File: src/rtl/order_timer.sv
// order_timer: spawns one timed customer order at a pseudo-random delay, counts it down, scores serves/misses.
// Latency: every output is registered; each effect appears one pixel_clk_in cycle after the input is sampled.
// Backpressure: none; serve_in is a fire-and-forget pulse and is ignored unless an order is pending.
//
// Ports:
//   pixel_clk_in    - clock (pixel domain)
//   rst_n_in        - asynchronous active-low reset
//   frame_tick_in   - one-cycle pulse per frame (vblank); paces all countdowns
//   game_active_in  - level; low returns the block to IDLE, holding score and misses
//   serve_in        - one-cycle pulse, a correct dish was delivered
//   order_out       - an order is pending
//   order_time_out  - remaining countdown steps of the pending order (bar width)
//   served_out      - one-cycle pulse on a successful serve
//   expired_out     - one-cycle pulse when the pending order times out
//   score_out       - saturating sum of remaining time at each serve
//   miss_count_out  - saturating count of expired orders
module order_timer #(
  parameter int         FRAMES_PER_STEP = 60,
  parameter int         MAX_TIME        = 31,
  parameter int         MIN_SPAWN_DELAY = 2,
  parameter int         SPAWN_MASK      = 7,
  parameter int         RESULT_HOLD     = 30,
  parameter logic [7:0] LFSR_SEED       = 8'hA5
) (
  input  logic       pixel_clk_in,
  input  logic       rst_n_in,
  input  logic       frame_tick_in,
  input  logic       game_active_in,
  input  logic       serve_in,
  output logic       order_out,
  output logic [4:0] order_time_out,
  output logic       served_out,
  output logic       expired_out,
  output logic [7:0] score_out,
  output logic [3:0] miss_count_out
);

  typedef enum logic [1:0] {
    IDLE   = 2'd0,
    WAIT   = 2'd1,
    ACTIVE = 2'd2,
    RESULT = 2'd3
  } state_t;

  // One frame-tick counter serves both as the step prescaler (WAIT/ACTIVE)
  // and as the hold counter (RESULT), so it is sized for the larger of the two.
  localparam int CNT_MAX = (FRAMES_PER_STEP > RESULT_HOLD) ? FRAMES_PER_STEP : RESULT_HOLD;
  localparam int CNT_W   = $clog2(CNT_MAX + 1);
  localparam int DLY_W   = $clog2(MIN_SPAWN_DELAY + 8 + 1);

  localparam logic [CNT_W-1:0] STEP_LAST = CNT_W'(FRAMES_PER_STEP - 1);
  localparam logic [CNT_W-1:0] HOLD_LAST = CNT_W'(RESULT_HOLD - 1);
  localparam logic [2:0]       MASK3     = 3'(SPAWN_MASK);
  localparam logic [4:0]       TIME_INIT = 5'(MAX_TIME);
  localparam logic [DLY_W-1:0] DLY_ONE   = DLY_W'(1);

  state_t           state;
  logic [CNT_W-1:0] pre_cnt;
  logic [DLY_W-1:0] delay_cnt;
  logic [7:0]       lfsr_q;

  logic             step;
  logic [DLY_W-1:0] delay_load;
  logic [8:0]       score_sum;

  // Galois LFSR, x^8+x^6+x^5+x^4+1 in right-shift form (tap mask 0xB8).
  always_ff @(posedge pixel_clk_in or negedge rst_n_in) begin
    if (!rst_n_in) begin
      lfsr_q <= LFSR_SEED;
    end else begin
      lfsr_q <= {1'b0, lfsr_q[7:1]} ^ (lfsr_q[0] ? 8'hB8 : 8'h00);
    end
  end

  // A step only ever coincides with a frame tick, which keeps the bar
  // width stable within a frame.
  assign step       = frame_tick_in && (pre_cnt == STEP_LAST);
  assign delay_load = DLY_W'(MIN_SPAWN_DELAY) + DLY_W'(lfsr_q[2:0] & MASK3);
  assign score_sum  = {1'b0, score_out} + {4'd0, order_time_out};

  always_ff @(posedge pixel_clk_in or negedge rst_n_in) begin
    if (!rst_n_in) begin
      state          <= IDLE;
      pre_cnt        <= '0;
      delay_cnt      <= '0;
      order_out      <= 1'b0;
      order_time_out <= 5'd0;
      served_out     <= 1'b0;
      expired_out    <= 1'b0;
      score_out      <= 8'd0;
      miss_count_out <= 4'd0;
    end else begin
      served_out  <= 1'b0;
      expired_out <= 1'b0;

      // Dropping game_active overrides serve and step; totals are kept for display.
      if (state != IDLE && !game_active_in) begin
        state          <= IDLE;
        pre_cnt        <= '0;
        delay_cnt      <= '0;
        order_out      <= 1'b0;
        order_time_out <= 5'd0;
      end else begin
        case (state)
          IDLE: begin
            if (game_active_in) begin
              score_out      <= 8'd0;
              miss_count_out <= 4'd0;
              delay_cnt      <= delay_load;
              pre_cnt        <= '0;
              state          <= WAIT;
            end
          end

          WAIT: begin
            if (frame_tick_in) begin
              pre_cnt <= step ? '0 : pre_cnt + 1'b1;
              if (step) begin
                if (delay_cnt == DLY_ONE) begin
                  state          <= ACTIVE;
                  order_out      <= 1'b1;
                  order_time_out <= TIME_INIT;
                end else begin
                  delay_cnt <= delay_cnt - 1'b1;
                end
              end
            end
          end

          ACTIVE: begin
            if (serve_in) begin
              // Score the time shown this cycle, before any coincident step.
              served_out     <= 1'b1;
              score_out      <= score_sum[8] ? 8'hFF : score_sum[7:0];
              order_out      <= 1'b0;
              order_time_out <= 5'd0;
              pre_cnt        <= '0;
              state          <= RESULT;
            end else if (frame_tick_in) begin
              pre_cnt <= step ? '0 : pre_cnt + 1'b1;
              if (step) begin
                if (order_time_out == 5'd1) begin
                  expired_out    <= 1'b1;
                  miss_count_out <= (miss_count_out == 4'hF) ? 4'hF : miss_count_out + 1'b1;
                  order_out      <= 1'b0;
                  order_time_out <= 5'd0;
                  pre_cnt        <= '0;
                  state          <= RESULT;
                end else begin
                  order_time_out <= order_time_out - 1'b1;
                end
              end
            end
          end

          RESULT: begin
            if (frame_tick_in) begin
              if (pre_cnt == HOLD_LAST) begin
                delay_cnt <= delay_load;
                pre_cnt   <= '0;
                state     <= WAIT;
              end else begin
                pre_cnt <= pre_cnt + 1'b1;
              end
            end
          end

          default: begin
            state <= IDLE;
          end
        endcase
      end
    end
  end

endmodule
File: config.mk
export PLATFORM = sky130hd
export DESIGN_NAME = order_timer
export DESIGN_NICKNAME = d
export VERILOG_FILES = /design/src/rtl/order_timer.sv
export SDC_FILE = /design/constraint.sdc
export NUM_CORES = 1
export LEC_CHECK = 0
export CORE_MARGIN = 5
export CORE_UTILIZATION = 51
export CTS_CLUSTER_SIZE = 30
export DETAILED_ROUTE_END_ITERATION = 8
export PLACE_DENSITY = 0.74
export RECOVER_POWER = 25
export SLEW_MARGIN = 20
export SYNTH_ARGS = -nofsm -noshare
export SYNTH_HDL_FRONTEND = slang
export SYNTH_SLANG_ARGS = --single-unit
File: constraint.sdc
create_clock -name pixel_clk_in -period 2.1 [get_ports pixel_clk_in]
set_clock_uncertainty 0.15 [all_clocks]
set_input_delay 0.315 -clock pixel_clk_in [delete_from_list [all_inputs] [get_ports pixel_clk_in]]
set_output_delay 0.315 -clock pixel_clk_in [all_outputs]
set_load 0.05 [all_outputs]
# --- Yosys cells after proc, flatten, opt, wreduce, memory -nomap -nowiden ---
# Cells that the tools add are included.
op_classes:
  addsub: 6
  mul: 0
  div: 0
  order_cmp: 0
  n_eq_ne: 24
  shifts: 0
  mux: 70
  bitwise: 2
  n_reduce_logical: 15
ops:
  columns: ["operator", "n"]
  rows:
  - ["2-to-1 mux 6 bit", 10]
  - ["2-to-1 mux 4 bit", 13]
  - ["2-to-1 mux 5 bit", 8]
  - ["2-to-1 mux 8 bit", 4]
  - ["case mux 6 bit (4 select lines)", 1]
  - ["2-to-1 mux 2 bit", 11]
  - ["!= test 3 bit (second input constant)", 7]
  - ["AND reduction 7 bit", 3]
  - ["2-to-1 mux 1 bit", 17]
  - ["case mux 8 bit (2 select lines)", 1]
  - ["!= test 2 bit (second input constant)", 6]
  - ["!= test 4 bit (second input constant)", 3]
  - ["case mux 4 bit (3 select lines)", 1]
  - ["case mux 5 bit (2 select lines)", 1]
  - ["adder 8 x 5 -> 9 bit", 1]
  - ["AND reduction 9 bit", 1]
  - ["case mux 2 bit (4 select lines)", 1]
  - ["case mux 4 bit (2 select lines)", 1]
  - ["AND reduction 4 bit", 2]
  - ["bitwise XOR 7 x 8 -> 8 bit", 1]
  - ["adder 6 x 1 -> 6 bit (second input constant)", 1]
  - ["== test 6 x 5 -> 1 bit (second input constant)", 1]
  - ["== test 6 bit (second input constant)", 1]
  - ["AND reduction 6 bit", 1]
  - ["other kinds (17)", 20]
word_totals:
  register_bits: 40
  latch_bits: 0
  mem_bits_rw: 0
  romBits: 0
  out_inout_bits: 20
  elab_cells: 127
  memories: 0

# --- Logic depth before layout (Yosys ltp) ---
# Gate-level depths: netlist (run 1).
depth:
  depth_word: 9
  ltp_mapped: 8
  ltp_nobuf: 7

# --- Worst setup path before layout (run 1) ---
# Ideal clock, no wire load.
synth_path:
  path_type: "register to register"
  start: "reg order_time_out[1]"
  end: "reg state[0]"
  setup_time_ns: 0.090
  arrival_time_ns: 2.261
  setup_slack_ns: -0.401
  path_stages_with_launch: 8
  path_buffers: 0
  cell_sequence: "dfrtp_1 > inv_1 > ha_1 > or4b_1 > o31ai_1 > a31oi_1 > a2111o_1 > o221ai_1"
synth_via:
  elab_chain_len: 3
synth_lines:
  columns: ["item", "line_no", "rtl"]
  rows:
  - ["start: declaration", "31", "output logic [4:0] order_time_out,"]
  - ["start signal: assignment", "150", "order_time_out <= order_time_out - 1'b1;"]
  - ["== test 5 x 1 -> 1 bit", "142", "if (order_time_out == 5'd1) begin"]
  - ["!= test 4 bit (no line)", null, null]
  - ["AND reduction 9 bit (no line)", null, null]
  - ["end signal: assignment", "138", "state <= RESULT;"]
  - ["end signal: assignment", "148", "state <= RESULT;"]
  - ["end signal: assignment", "161", "state <= WAIT;"]
  - ["end: declaration", "57", "state_t state;"]
# Every way passes these cells.
# A chain may end at the register's enable or synchronous reset.

# --- Final worst setup path (run 1) ---
layout_path:
  start: "reg order_time_out[1]"
  end: "reg miss_count_out[3]"
layout_via:
  elab_chain_len: 3
layout_lines:
  columns: ["item", "line_no", "rtl"]
  rows:
  - ["== test 5 x 1 -> 1 bit", "142", null]
  - ["!= test 2 bit (no line)", null, null]
  - ["AND reduction 7 bit (no line)", null, null]
  - ["end signal: assignment", "144", "miss_count_out <= (miss_count_out == 4'hF) ? 4'hF : miss_count_out + 1'b1;"]
  - ["end: declaration", "35", "output logic [3:0] miss_count_out"]
# Every way passes these cells.

==> impl_metrics.xml, run 1 <==
<?xml version="1.0" encoding="UTF-8"?>
<metrics>
  <group name="status">
    <metric name="result_of_the_run" unit="">complete, but fails checks</metric>
    <metric name="failed_checks" unit="">setup timing</metric>
  </group>
  <group name="power_and_ir_drop">
    <metric name="internal-power" unit="mW">2.89</metric>
    <metric name="clkPwrFrac" unit="">0.103</metric>
    <metric name="vdd.ir_drop.worst" unit="mV">0.744</metric>
    <metric name="power" unit="mW">5.20</metric>
    <metric name="p_sw_frac" unit="">0.445</metric>
    <metric name="p_comb_frac" unit="">0.676</metric>
    <metric name="cellLeakagePower" unit="nW">1.70</metric>
    <metric name="switch_pwr" unit="mW">2.31</metric>
    <metric name="seq_power_share" unit="">0.221</metric>
    <metric name="power_density" unit="nW/um^2">1410</metric>
  </group>
  <group name="yosys">
    <metric name="synth_ff_type" unit="">dfrtp_1</metric>
    <metric name="yosysTopAreaCell" unit="">dfrtp_1</metric>
    <metric name="avgSynthCellArea" unit="sq um">9.46</metric>
    <metric name="postSynth.asyncResetShare" unit="">1.00</metric>
    <metric name="synthTopCellsByCount" unit="">dfrtp_1, nand2_1, o21ai_0, a21oi_1</metric>
    <metric name="netlist_area" unit="sq um">2460</metric>
    <metric name="syn-num-nets" unit="">283</metric>
    <metric name="synth_top_area_frac" unit="">0.366</metric>
    <metric name="ys.warnings.count" unit="">0</metric>
    <metric name="synth.most_common_cell" unit="">dfrtp_1</metric>
    <metric name="ys_ff_latch" unit="">40</metric>
    <metric name="synthTopCellsByArea" unit="">dfrtp_1, ha_1, o21ai_0</metric>
    <metric name="synth_edf_count" unit="">0</metric>
    <metric name="synthesis.instances" unit="">260</metric>
    <metric name="synth_seq_area_share" unit="">0.409</metric>
    <metric name="post_synth_num_cell_types" unit="">57</metric>
  </group>
  <group name="place">
    <metric name="io_buffer_count" unit="">24</metric>
    <metric name="gp_congestion" unit="">0.856</metric>
    <metric name="place.detailed.hpwl" unit="microns">4220</metric>
    <metric name="worst_slack_at_placement" unit="ns">-0.339</metric>
  </group>
  <group name="setup_path">
    <metric name="capture_point_of_the_worst_reg_to_reg_path" unit="">miss_count_out[3]</metric>
    <metric name="worst_ep_required_time" unit="ns">2.18</metric>
    <metric name="ff2ff_path_depth" unit="">7</metric>
    <metric name="timing.critical_path.from_type" unit="">flop</metric>
    <metric name="crit_type" unit="">flop to flop</metric>
    <metric name="worst_setup_path_startpoint" unit="">order_time_out[1]</metric>
    <metric name="timing.critical_path.to" unit="">miss_count_out[3]</metric>
    <metric name="worst_setup_path_end_kind" unit="">flop</metric>
    <metric name="setup.reg_to_reg.worst_slack" unit="ns">-0.18</metric>
    <metric name="critical_path.reg2reg.startpoint" unit="">order_time_out[1]</metric>
    <metric name="critical_path_arrival" unit="ns">2.36</metric>
    <metric name="path_max_fanout" unit="">7</metric>
  </group>
  <group name="route">
    <metric name="detail-route-antenna-nets" unit="">0</metric>
    <metric name="wl_per_cell" unit="microns">15.7</metric>
    <metric name="routed_via_density" unit="">5.69</metric>
    <metric name="initialDrtViolationCount" unit="">161</metric>
    <metric name="post-route-drc-count" unit="">0</metric>
    <metric name="wirelength" unit="microns">6460</metric>
    <metric name="vias" unit="">2340</metric>
    <metric name="first_pass_iters" unit="">4</metric>
  </group>
  <group name="timing">
    <metric name="period_minus_slack" unit="ns">2.28</metric>
    <metric name="final_max_slew_viol_count" unit="">0</metric>
    <metric name="clock.fmax" unit="GHz">0.439</metric>
    <metric name="timing.final.crit_share" unit="">1.09</metric>
    <metric name="finalSetupViolations" unit="">11</metric>
    <metric name="worst_slew_margin_rel" unit="">0.647</metric>
    <metric name="rsz0062_at_grt" unit="">yes</metric>
    <metric name="timing.hold.ws" unit="ns">0.212</metric>
    <metric name="finalHoldViolCount" unit="">0</metric>
    <metric name="transition_time_at_the_pin_with_the_least_slew_margin" unit="ns">0.525</metric>
    <metric name="setup_ws" unit="ns">-0.180</metric>
  </group>
  <group name="global_route">
    <metric name="antenna_found_initial" unit="">0</metric>
    <metric name="globalRoute.totalOverflow" unit="">0</metric>
    <metric name="via_count_of_the_first_global_routing_pass" unit="">2262</metric>
    <metric name="grt_start_max_net_pins" unit="">41</metric>
    <metric name="global_route_wire_length_before_repair" unit="microns">10400</metric>
    <metric name="track_usage" unit="">0.207</metric>
  </group>
  <group name="clock_tree">
    <metric name="tritoncts" unit="">built</metric>
    <metric name="htree_levels" unit="">2</metric>
    <metric name="clock_path_buffers" unit="">2</metric>
    <metric name="clock-sinks" unit="">40</metric>
    <metric name="worst_setup_hold_path_clk_slew" unit="ns">0.07</metric>
    <metric name="insertion_delay" unit="ns">0.30</metric>
    <metric name="cts_root_buf" unit="">clkbuf_8</metric>
    <metric name="tritoncts.num_buffers" unit="">5</metric>
  </group>
  <group name="floorplanning">
    <metric name="floorplan.die.width" unit="microns">79.4</metric>
    <metric name="die-height" unit="microns">79.4</metric>
    <metric name="initial_core_util" unit="">0.524</metric>
    <metric name="number_of_rows_created_at_floorplan" unit="">25</metric>
    <metric name="floorplan.die_area" unit="sq um">6310</metric>
    <metric name="core_region_area" unit="sq um">4690</metric>
    <metric name="io_pins" unit="">25</metric>
  </group>
  <group name="layout">
    <metric name="drive_gt1_frac" unit="">0.406</metric>
    <metric name="diodes" unit="">0</metric>
    <metric name="fill_cells" unit="">289</metric>
    <metric name="num-nets-final" unit="">379</metric>
    <metric name="syn2layout_area_growth" unit="%">50.1</metric>
  </group>
  <group name="min_path">
    <metric name="min_path_type" unit="">flop to flop</metric>
  </group>
  <group name="flow_run">
    <metric name="cap_viol_max_count" unit="">0</metric>
  </group>
</metrics>
-- what timing repair did --
item	4_1_cts	5_1_grt
buffers inserted	6	9
setup endpoints to repair	20	32
hold buffers	1	0
endpoints found under the hold margin	36	0
resized for setup	19	47
pin swaps	9	20
-- power by group through the flow --
stage / logic, mW / registers, mW / clock network (mW)
6_report: 3.52 / 1.15 / 0.537
5_1_grt: 3.79 / 1.18 / 0.590
4_1_cts: 3.11 / 1.13 / 0.552
3_5_place_dp: 2.89 / 1.15 / 0
3_3_place_gp: 2.84 / 1.14 / 0
2_1_floorplan: 1.35 / 1.57 / 0
-- metal layers --
layer,track usage,routed length (microns),vias to the layer above,share of wire
li1,-,-,1147,-
met1,0.268,2870,1116,0.44
met2,0.347,3180,64,0.49
met3,0.0384,303,13,0.047
met4,0.0653,103,0,0.016
met5,0,0,-,0
-- layout make-up --
type | count | area (sq um) | share of cell area
Multi-Input combinational cell | 197 | 1660 | 0.449
Sequential cell | 40 | 1020 | 0.276
Timing Repair Buffer | 95 | 791 | 0.214
Clock buffer | 6 | 82.6 | 0.0224
Tap cell | 54 | 67.6 | 0.0183
Inverter | 17 | 63.8 | 0.0173
Clock inverter | 2 | 10.0 | 0.00271
-- how the worst min path moves through the flow --
stage | startpoint | endpoint | cells after the start
floorplan | rst_n_in | delay_cnt[0] | 0
global placement | lfsr_q[3] | lfsr_q[2] | 0
detailed placement | lfsr_q[3] | lfsr_q[2] | 0
CTS | lfsr_q[3] | lfsr_q[2] | 0
global route | lfsr_q[3] | lfsr_q[2] | 0
finish | lfsr_q[3] | lfsr_q[2] | 0
-- sequential cells by signal, indices dropped and copies added (netlist names) --
register        count
lfsr_q              8
score_out           8
pre_cnt             6
order_time_out      5
delay_cnt           4
miss_count_out      4
state               2
expired_out         1
order_out           1
served_out          1
-- cell families (layout without fill, tap and decap cells) --
logic type / Yosys count / count (layout) / synth area share
AOI/OAI and AO/OA: 83 / 83 / 0.224
xor gates and xnor gates: 6 / 6 / 0.0214
adders and majority gates: 18 / 18 / 0.0947
buffers and inverters: 23 / 120 / 0.0356
DFF: 40 / 40 / 0.409
muxes: 7 / 7 / 0.0295
and+or+nand+nor: 83 / 83 / 0.186
-- worst max-delay path, cell delays in order, from the launching register on --
cell     delay, ns
dfrtp_2       0.41
inv_2         0.08
ha_4          0.13
or4b_4        0.51
nor4b_1       0.40
o21a_2        0.26
a41oi_1       0.13
a21oi_1       0.14
-- stage by stage --
stage                util  TNS, ns  std cells  instance area [sq um]
floorplan               -   -0.895        260                   2530
global placement    0.685    -3.31        387                   3210
detailed placement  0.685    -4.06        387                   3210
CTS                 0.732   -0.548        402                   3440
global route        0.787    -2.34        411                   3690
finish              0.787    -1.01        411                   3690
-- cells in the final DEF (no fill, tap or decap), types with 5 or more instances in the layout --
master / netlist / final
nand2_1: 27 / 26
a21oi_2: 0 / 8
ha_4: 0 / 6
a21oi_1: 18 / 8
nand2b_1: 7 / 6
nand3_1: 11 / 11
inv_1: 17 / 14
o21ai_0: 27 / 18
mux2i_1: 5 / 5
clkdlybuf4s50_1: 0 / 14
dfrtp_1: 36 / 29
o21ai_1: 2 / 10
clkbuf_8: 0 / 6
buf_4: 0 / 69
dfrtp_2: 0 / 6
nor2_1: 9 / 7
buf_6: 0 / 6
ha_1: 17 / 11
No activity file was read; power rests on OpenSTA's default activity.
==> inputs of run 2 (changes only) <==
--- a/config.mk
+++ b/config.mk
@@ -11,3 +11,3 @@
 export DETAILED_ROUTE_END_ITERATION = 8
-export PLACE_DENSITY = 0.74
+export PLACE_DENSITY_LB_ADDON = 0.15
 export RECOVER_POWER = 25
==> constraint.sdc (replaced) <==
create_clock -name pixel_clk_in -period 2.1 [get_ports pixel_clk_in]
set_clock_uncertainty 0.15 [all_clocks]
set_input_delay 0.42 -clock pixel_clk_in [delete_from_list [all_inputs] [get_ports pixel_clk_in]]
set_output_delay 0.42 -clock pixel_clk_in [all_outputs]
set_load 0.05 [all_outputs]
==> run 2 against run 1 <==
Worst hold slack better by 0.0028 ns. Critical endpoint is now state[0]. Sequential share of layout area is 0.67 points lower. Global-route usage is 1.7 points higher. Critical path depth stayed put. Cell count is 0.24% lower. The run still ends with setup timing left. Non-clock buffer count is 1 lower. Register-to-register slack worse by 0.02 ns. Combinational power is 6.5% higher. Worst setup slack worse by 0.016 ns.
==> impl_metrics.xml, run 2 (synthesis gave the netlist of run 1 again) <==
<?xml version="1.0" encoding="UTF-8"?>
<metrics>
  <group name="status">
    <metric name="result_of_the_run" unit="">complete, but fails checks</metric>
    <metric name="failed_checks" unit="">setup timing</metric>
  </group>
  <group name="global_route">
    <metric name="globalRoute.totalOverflow" unit="">0</metric>
    <metric name="grt_start_max_net_pins" unit="">22</metric>
    <metric name="track_usage" unit="">0.224</metric>
    <metric name="via_count_of_the_first_global_routing_pass" unit="">2399</metric>
    <metric name="global_route_wire_length_before_repair" unit="microns">11100</metric>
    <metric name="antenna_found_initial" unit="">0</metric>
  </group>
  <group name="clock_tree">
    <metric name="tritoncts" unit="">built</metric>
    <metric name="cts_root_buf" unit="">clkbuf_8</metric>
    <metric name="htree_levels" unit="">2</metric>
    <metric name="tritoncts.num_buffers" unit="">5</metric>
    <metric name="clock-sinks" unit="">40</metric>
    <metric name="worst_setup_hold_path_clk_slew" unit="ns">0.08</metric>
    <metric name="clock_path_buffers" unit="">2</metric>
    <metric name="insertion_delay" unit="ns">0.31</metric>
  </group>
  <group name="layout">
    <metric name="reg_top3" unit="">lfsr_q: 8 flops, score_out: 8 flops, pre_cnt: 6 flops</metric>
    <metric name="syn2layout_area_growth" unit="%">54.2</metric>
    <metric name="layout_common_cells" unit="">buf_4, dfrtp_1, nand2_1</metric>
    <metric name="num-nets-final" unit="">378</metric>
    <metric name="commonest_non_fill_non_tap_cell_in_the_layout" unit="">buf_4</metric>
    <metric name="diodes" unit="">0</metric>
    <metric name="drive_gt1_frac" unit="">0.458</metric>
    <metric name="layout.core_utilization" unit="">0.808</metric>
    <metric name="stdcell_count" unit="">410</metric>
  </group>
  <group name="power_and_ir_drop">
    <metric name="power_density" unit="nW/um^2">1480</metric>
    <metric name="p_sw_frac" unit="">0.444</metric>
    <metric name="clkPwrFrac" unit="">0.126</metric>
    <metric name="seq_power_share" unit="">0.206</metric>
    <metric name="vdd.ir_drop.worst" unit="mV">0.745</metric>
    <metric name="internal-power" unit="mW">3.12</metric>
    <metric name="cellLeakagePower" unit="nW">1.75</metric>
    <metric name="p_comb_frac" unit="">0.668</metric>
    <metric name="switch_pwr" unit="mW">2.49</metric>
  </group>
  <group name="timing">
    <metric name="rsz0062_at_grt" unit="">yes</metric>
    <metric name="timing.final.crit_share" unit="">1.09</metric>
    <metric name="finalHoldViolCount" unit="">0</metric>
    <metric name="final_max_slew_viol_count" unit="">0</metric>
    <metric name="transition_time_at_the_pin_with_the_least_slew_margin" unit="ns">1.21</metric>
    <metric name="setup_ws" unit="ns">-0.197</metric>
    <metric name="finalSetupViolations" unit="">14</metric>
    <metric name="clock.fmax" unit="GHz">0.435</metric>
    <metric name="worst_slew_margin_rel" unit="">0.193</metric>
    <metric name="period_minus_slack" unit="ns">2.30</metric>
  </group>
  <group name="floorplanning">
    <metric name="initial_core_util" unit="">0.524</metric>
    <metric name="die-height" unit="microns">79.4</metric>
    <metric name="core_region_area" unit="sq um">4690</metric>
    <metric name="floorplan.die.width" unit="microns">79.4</metric>
    <metric name="floorplan.die_area" unit="sq um">6310</metric>
    <metric name="io_pins" unit="">25</metric>
    <metric name="number_of_rows_created_at_floorplan" unit="">25</metric>
  </group>
  <group name="setup_path">
    <metric name="path_buf_inv" unit="">1</metric>
    <metric name="worst_setup_path_end_kind" unit="">flop</metric>
    <metric name="crit_path_max_incr_delay" unit="ns">0.50</metric>
    <metric name="timing.critical_path.from_type" unit="">flop</metric>
    <metric name="worst_ep_required_time" unit="ns">2.11</metric>
    <metric name="path_max_fanout" unit="">4</metric>
    <metric name="crit_type" unit="">flop to flop</metric>
    <metric name="critical_path_arrival" unit="ns">2.31</metric>
    <metric name="series_of_cell_instances_along_the_critical_path" unit="">ha_4 &gt; or4b_4 &gt; o31ai_4 &gt; a31oi_4 &gt; buf_6 &gt; a21oi_4 &gt; o221ai_2</metric>
    <metric name="slowest_stage" unit="">or4b_4</metric>
    <metric name="path_delay_family" unit="">compound AO/OA/AOI/OAI gates</metric>
  </group>
  <group name="route">
    <metric name="post-route-drc-count" unit="">0</metric>
    <metric name="detail-route-antenna-nets" unit="">0</metric>
    <metric name="routed_via_density" unit="">5.87</metric>
    <metric name="wirelength" unit="microns">7300</metric>
    <metric name="first_pass_iters" unit="">4</metric>
    <metric name="wl_per_cell" unit="microns">17.8</metric>
    <metric name="initialDrtViolationCount" unit="">141</metric>
    <metric name="vias" unit="">2406</metric>
  </group>
  <group name="place">
    <metric name="place.detailed.hpwl" unit="microns">4560</metric>
    <metric name="dp.cells" unit="">388</metric>
    <metric name="gp_congestion" unit="">0.863</metric>
    <metric name="worst_slack_at_placement" unit="ns">-0.422</metric>
    <metric name="io_buffer_count" unit="">24</metric>
  </group>
  <group name="min_path">
    <metric name="min_path_type" unit="">flop to flop</metric>
  </group>
  <group name="flow_run">
    <metric name="cap_viol_max_count" unit="">0</metric>
  </group>
</metrics>
-- run 2: cell count changes in the layout (fill, tap and decap cells not counted), moves of 3 or more --
cell	delta
buf_4	+4
ha_1	-3
o21ai_1	-5
a21oi_2	-3
buf_6	+5
clkdlybuf4s50_1	-10
o21ai_0	+3
-- run 2: area by class of cell --
class	count	area, sq um
Multi-Input combinational cell	197	1730
Fill cell	289	900
Sequential cell	40	1020
Clock buffer	7	96.3
Timing Repair Buffer	94	783
Clock inverter	1	30.0
Tap cell	54	67.6
Inverter	17	63.8
-- run 2: worst paths after layout --
path / startpoint / endpoint / slack, ns / depth (start not counted)
worst max-delay path: order_time_out[0] / state[0] / -0.20 / 7
max in group asynchronous: rst_n_in / order_time_out[0] / 0.19 / 2
worst max register to register: order_time_out[0] / state[0] / -0.20 / 7
worst min register to register: lfsr_q[3] / lfsr_q[2] / 0.21 / 0
worst min-delay path: lfsr_q[3] / lfsr_q[2] / 0.21 / 0
min in group asynchronous: rst_n_in / score_out[7] / 0.73 / 2
-- run 2: power by group through the flow --
stage	Combinational [mW]	Clock, mW	Sequential, mW
floorplan	1.35	0	1.57
global placement	2.85	0	1.13
detailed placement	2.92	0	1.14
CTS	3.21	0.702	1.14
global route	4.04	0.744	1.18
finish	3.75	0.706	1.16
-- run 2: per-layer routing --
metal | vias up | GRT usage | wire, microns
met3 | 17 | 0.0485 | 251
li1 | 1143 | - | -
met2 | 58 | 0.378 | 3840
met5 | - | 0 | 0
met4 | 0 | 0.0670 | 194
met1 | 1188 | 0.286 | 3020
-- run 2: stage by stage --
stage / hold slack (ns) / TNS [ns] / instance area [sq um] / power, mW
finish: 0.214 / -1.01 / 3790 / 5.61
global route: 0.239 / -3.48 / 3790 / 5.96
CTS: 0.219 / -0.723 / 3550 / 5.04
detailed placement: 0.196 / -6.67 / 3210 / 4.07
global placement: 0.198 / -5.40 / 3210 / 3.98
floorplan: -0.0256 / -0.895 / 2530 / 2.92
-- run 2: worst register-to-register path: stages (launching register included) --
cell,delay (ns)
dfrtp_4,0.47
ha_4,0.14
or4b_4,0.50
o31ai_4,0.32
a31oi_4,0.15
buf_6,0.17
a21oi_4,0.14
o221ai_2,0.12
-- run 2: repair_timing --
item                                   CTS  global route
endpoints found under the hold margin   20             0
hold buffers                             1             0
setup endpoints to repair               23            30
pin swaps                               21            20
resized for setup                       35            48
setup buffers                            8             6
==> inputs of run 3 (changes only) <==
CORE_ASPECT_RATIO = 2   (was unset)
HOLD_SLACK_MARGIN = 0.03   (was unset)
==> run 3 against run 2 <==
The flow still finishes with violations (setup timing). Critical path type unchanged. Power is 2.1% lower. Cell count is 1.2% higher. Highest routed layer unchanged. Critical endpoint is now state[1]. Sequential cell count stayed put.
==> impl_metrics.xml, run 3 (synthesis gave the netlist of run 1 again) <==
<?xml version="1.0" encoding="UTF-8"?>
<metrics>
  <group name="status">
    <metric name="result_of_the_run" unit="">complete, but fails checks</metric>
    <metric name="failed_checks" unit="">setup timing</metric>
  </group>
  <group name="global_route">
    <metric name="via_count_of_the_first_global_routing_pass" unit="">2567</metric>
    <metric name="track_usage" unit="">0.248</metric>
    <metric name="global_route_wire_length_before_repair" unit="microns">12000</metric>
    <metric name="grt_start_max_net_pins" unit="">41</metric>
    <metric name="antenna_found_initial" unit="">0</metric>
    <metric name="globalRoute.totalOverflow" unit="">0</metric>
  </group>
  <group name="setup_path">
    <metric name="critical_path_arrival" unit="ns">2.34</metric>
    <metric name="path_max_fanout" unit="">4</metric>
    <metric name="crit_type" unit="">flop to flop</metric>
    <metric name="timing.critical_path.from_type" unit="">flop</metric>
    <metric name="worst_setup_path_end_kind" unit="">flop</metric>
    <metric name="worst_ep_required_time" unit="ns">2.14</metric>
  </group>
  <group name="power_and_ir_drop">
    <metric name="cellLeakagePower" unit="nW">1.74</metric>
    <metric name="vdd.ir_drop.worst" unit="mV">1.21</metric>
    <metric name="power_density" unit="nW/um^2">1460</metric>
  </group>
  <group name="route">
    <metric name="wl_per_cell" unit="microns">17.8</metric>
    <metric name="first_pass_iters" unit="">5</metric>
    <metric name="wirelength" unit="microns">7400</metric>
    <metric name="post-route-drc-count" unit="">0</metric>
    <metric name="routed_via_density" unit="">5.96</metric>
    <metric name="detail-route-antenna-nets" unit="">0</metric>
    <metric name="initialDrtViolationCount" unit="">111</metric>
    <metric name="vias" unit="">2473</metric>
  </group>
  <group name="timing">
    <metric name="finalHoldViolCount" unit="">0</metric>
    <metric name="timing.hold.ws" unit="ns">0.218</metric>
    <metric name="rsz0062_at_grt" unit="">yes</metric>
    <metric name="period_minus_slack" unit="ns">2.31</metric>
    <metric name="setup_ws" unit="ns">-0.206</metric>
    <metric name="final_max_slew_viol_count" unit="">0</metric>
    <metric name="clock.fmax" unit="GHz">0.434</metric>
    <metric name="worst_slew_margin_rel" unit="">0.314</metric>
    <metric name="finalSetupViolations" unit="">17</metric>
    <metric name="timing.final.crit_share" unit="">1.10</metric>
    <metric name="transition_time_at_the_pin_with_the_least_slew_margin" unit="ns">1.03</metric>
  </group>
  <group name="clock_tree">
    <metric name="clock-sinks" unit="">40</metric>
    <metric name="worst_setup_hold_path_clk_slew" unit="ns">0.09</metric>
    <metric name="tritoncts.num_buffers" unit="">5</metric>
    <metric name="htree_levels" unit="">2</metric>
    <metric name="clock_path_buffers" unit="">2</metric>
    <metric name="tritoncts" unit="">built</metric>
    <metric name="post_cts_hold_buffer_count" unit="">0</metric>
    <metric name="insertion_delay" unit="ns">0.30</metric>
    <metric name="cts_root_buf" unit="">clkbuf_8</metric>
  </group>
  <group name="floorplanning">
    <metric name="number_of_rows_created_at_floorplan" unit="">35</metric>
    <metric name="die-height" unit="microns">108</metric>
    <metric name="core_region_area" unit="sq um">4640</metric>
    <metric name="initial_core_util" unit="">0.530</metric>
    <metric name="io_pins" unit="">25</metric>
    <metric name="floorplan.die_area" unit="sq um">6390</metric>
    <metric name="floorplan.die.width" unit="microns">59.1</metric>
  </group>
  <group name="layout">
    <metric name="diodes" unit="">0</metric>
    <metric name="num-nets-final" unit="">382</metric>
    <metric name="syn2layout_area_growth" unit="%">53.4</metric>
    <metric name="layout.core_utilization" unit="">0.813</metric>
    <metric name="commonest_non_fill_non_tap_cell_in_the_layout" unit="">buf_4</metric>
    <metric name="drive_gt1_frac" unit="">0.467</metric>
    <metric name="fill_cells" unit="">294</metric>
    <metric name="reg_top3" unit="">lfsr_q: 8 flops, score_out: 8 flops, pre_cnt: 6 flops</metric>
    <metric name="layout_common_cells" unit="">buf_4, dfrtp_1, nand2_1</metric>
  </group>
  <group name="place">
    <metric name="place.detailed.hpwl" unit="microns">4920</metric>
    <metric name="io_buffer_count" unit="">24</metric>
    <metric name="gp_congestion" unit="">0.887</metric>
  </group>
  <group name="flow_run">
    <metric name="cap_viol_max_count" unit="">0</metric>
  </group>
  <group name="min_path">
    <metric name="min_path_type" unit="">primary input to asynchronous set/reset pin</metric>
  </group>
</metrics>
[run 3: critical path: stages (launching register included)]
cell and delay (ns):
dfrtp_2 0.44, inv_2 0.08, ha_4 0.13, or4b_4 0.53, o31ai_4 0.32, a31oi_4 0.14, buf_6 0.15, a21oi_1 0.14
o32ai_1 0.11
[run 3: worst paths after layout]
kind	end	cells after the start	slack [ns]	from
setup reg to reg	state[1]	8	-0.21	order_time_out[1]
setup / recovery	state[1]	8	-0.21	order_time_out[1]
hold reg to reg	lfsr_q[2]	0	0.22	lfsr_q[3]
min in group pixel_clk_in	lfsr_q[2]	0	0.22	lfsr_q[3]
hold / removal	score_out[2]	2	0.22	rst_n_in
max in group asynchronous	order_time_out[0]	2	0.83	rst_n_in
[run 3: through the flow]
| step | setup TNS (ns) | std cells | instance area [sq um] | setup slack (ns) | total power [mW] |
|---|---|---|---|---|---|
| after floorplan | -0.895 | 260 | 2530 | -0.153 | 2.92 |
| after global placement | -5.89 | 398 | 3290 | -0.397 | 4.14 |
| after detailed placement | -6.78 | 398 | 3290 | -0.474 | 4.22 |
| after CTS | -1.08 | 414 | 3650 | -0.151 | 5.19 |
| after global routing | -3.24 | 415 | 3770 | -0.235 | 5.82 |
| final | -1.58 | 415 | 3770 | -0.206 | 5.49 |
[run 3: cell type report]
class | count | area (sq um) | area share
multi-input cells | 197 | 1690 | 0.449
flip-flops and latches | 40 | 1020 | 0.270
repair buffers | 98 | 805 | 0.213
clock buffers | 6 | 82.6 | 0.0219
well taps | 55 | 68.8 | 0.0182
inverters | 17 | 66.3 | 0.0176
clock inverters | 2 | 38.8 | 0.0103
[run 3: per-layer routing]
metal	track usage	share of wire	vias up	wire, microns
li1	-	-	1143	-
met3	0.0394	0.028	28	208
met4	0.164	0.046	0	342
met5	0	0	-	0
met2	0.456	0.58	66	4310
met1	0.240	0.34	1236	2540
[run 3: timing repair]
action                     in CTS  in global routing
setup endpoints to repair      26                 29
pin swaps                      23                 20
gates resized for setup        43                 33
buffers inserted                9                  2
[run 3: report_power, final]
group / switching [mW] / internal, mW
combinational: 1.94 / 1.73
clock: 0.281 / 0.389
sequential: 0.179 / 0.967
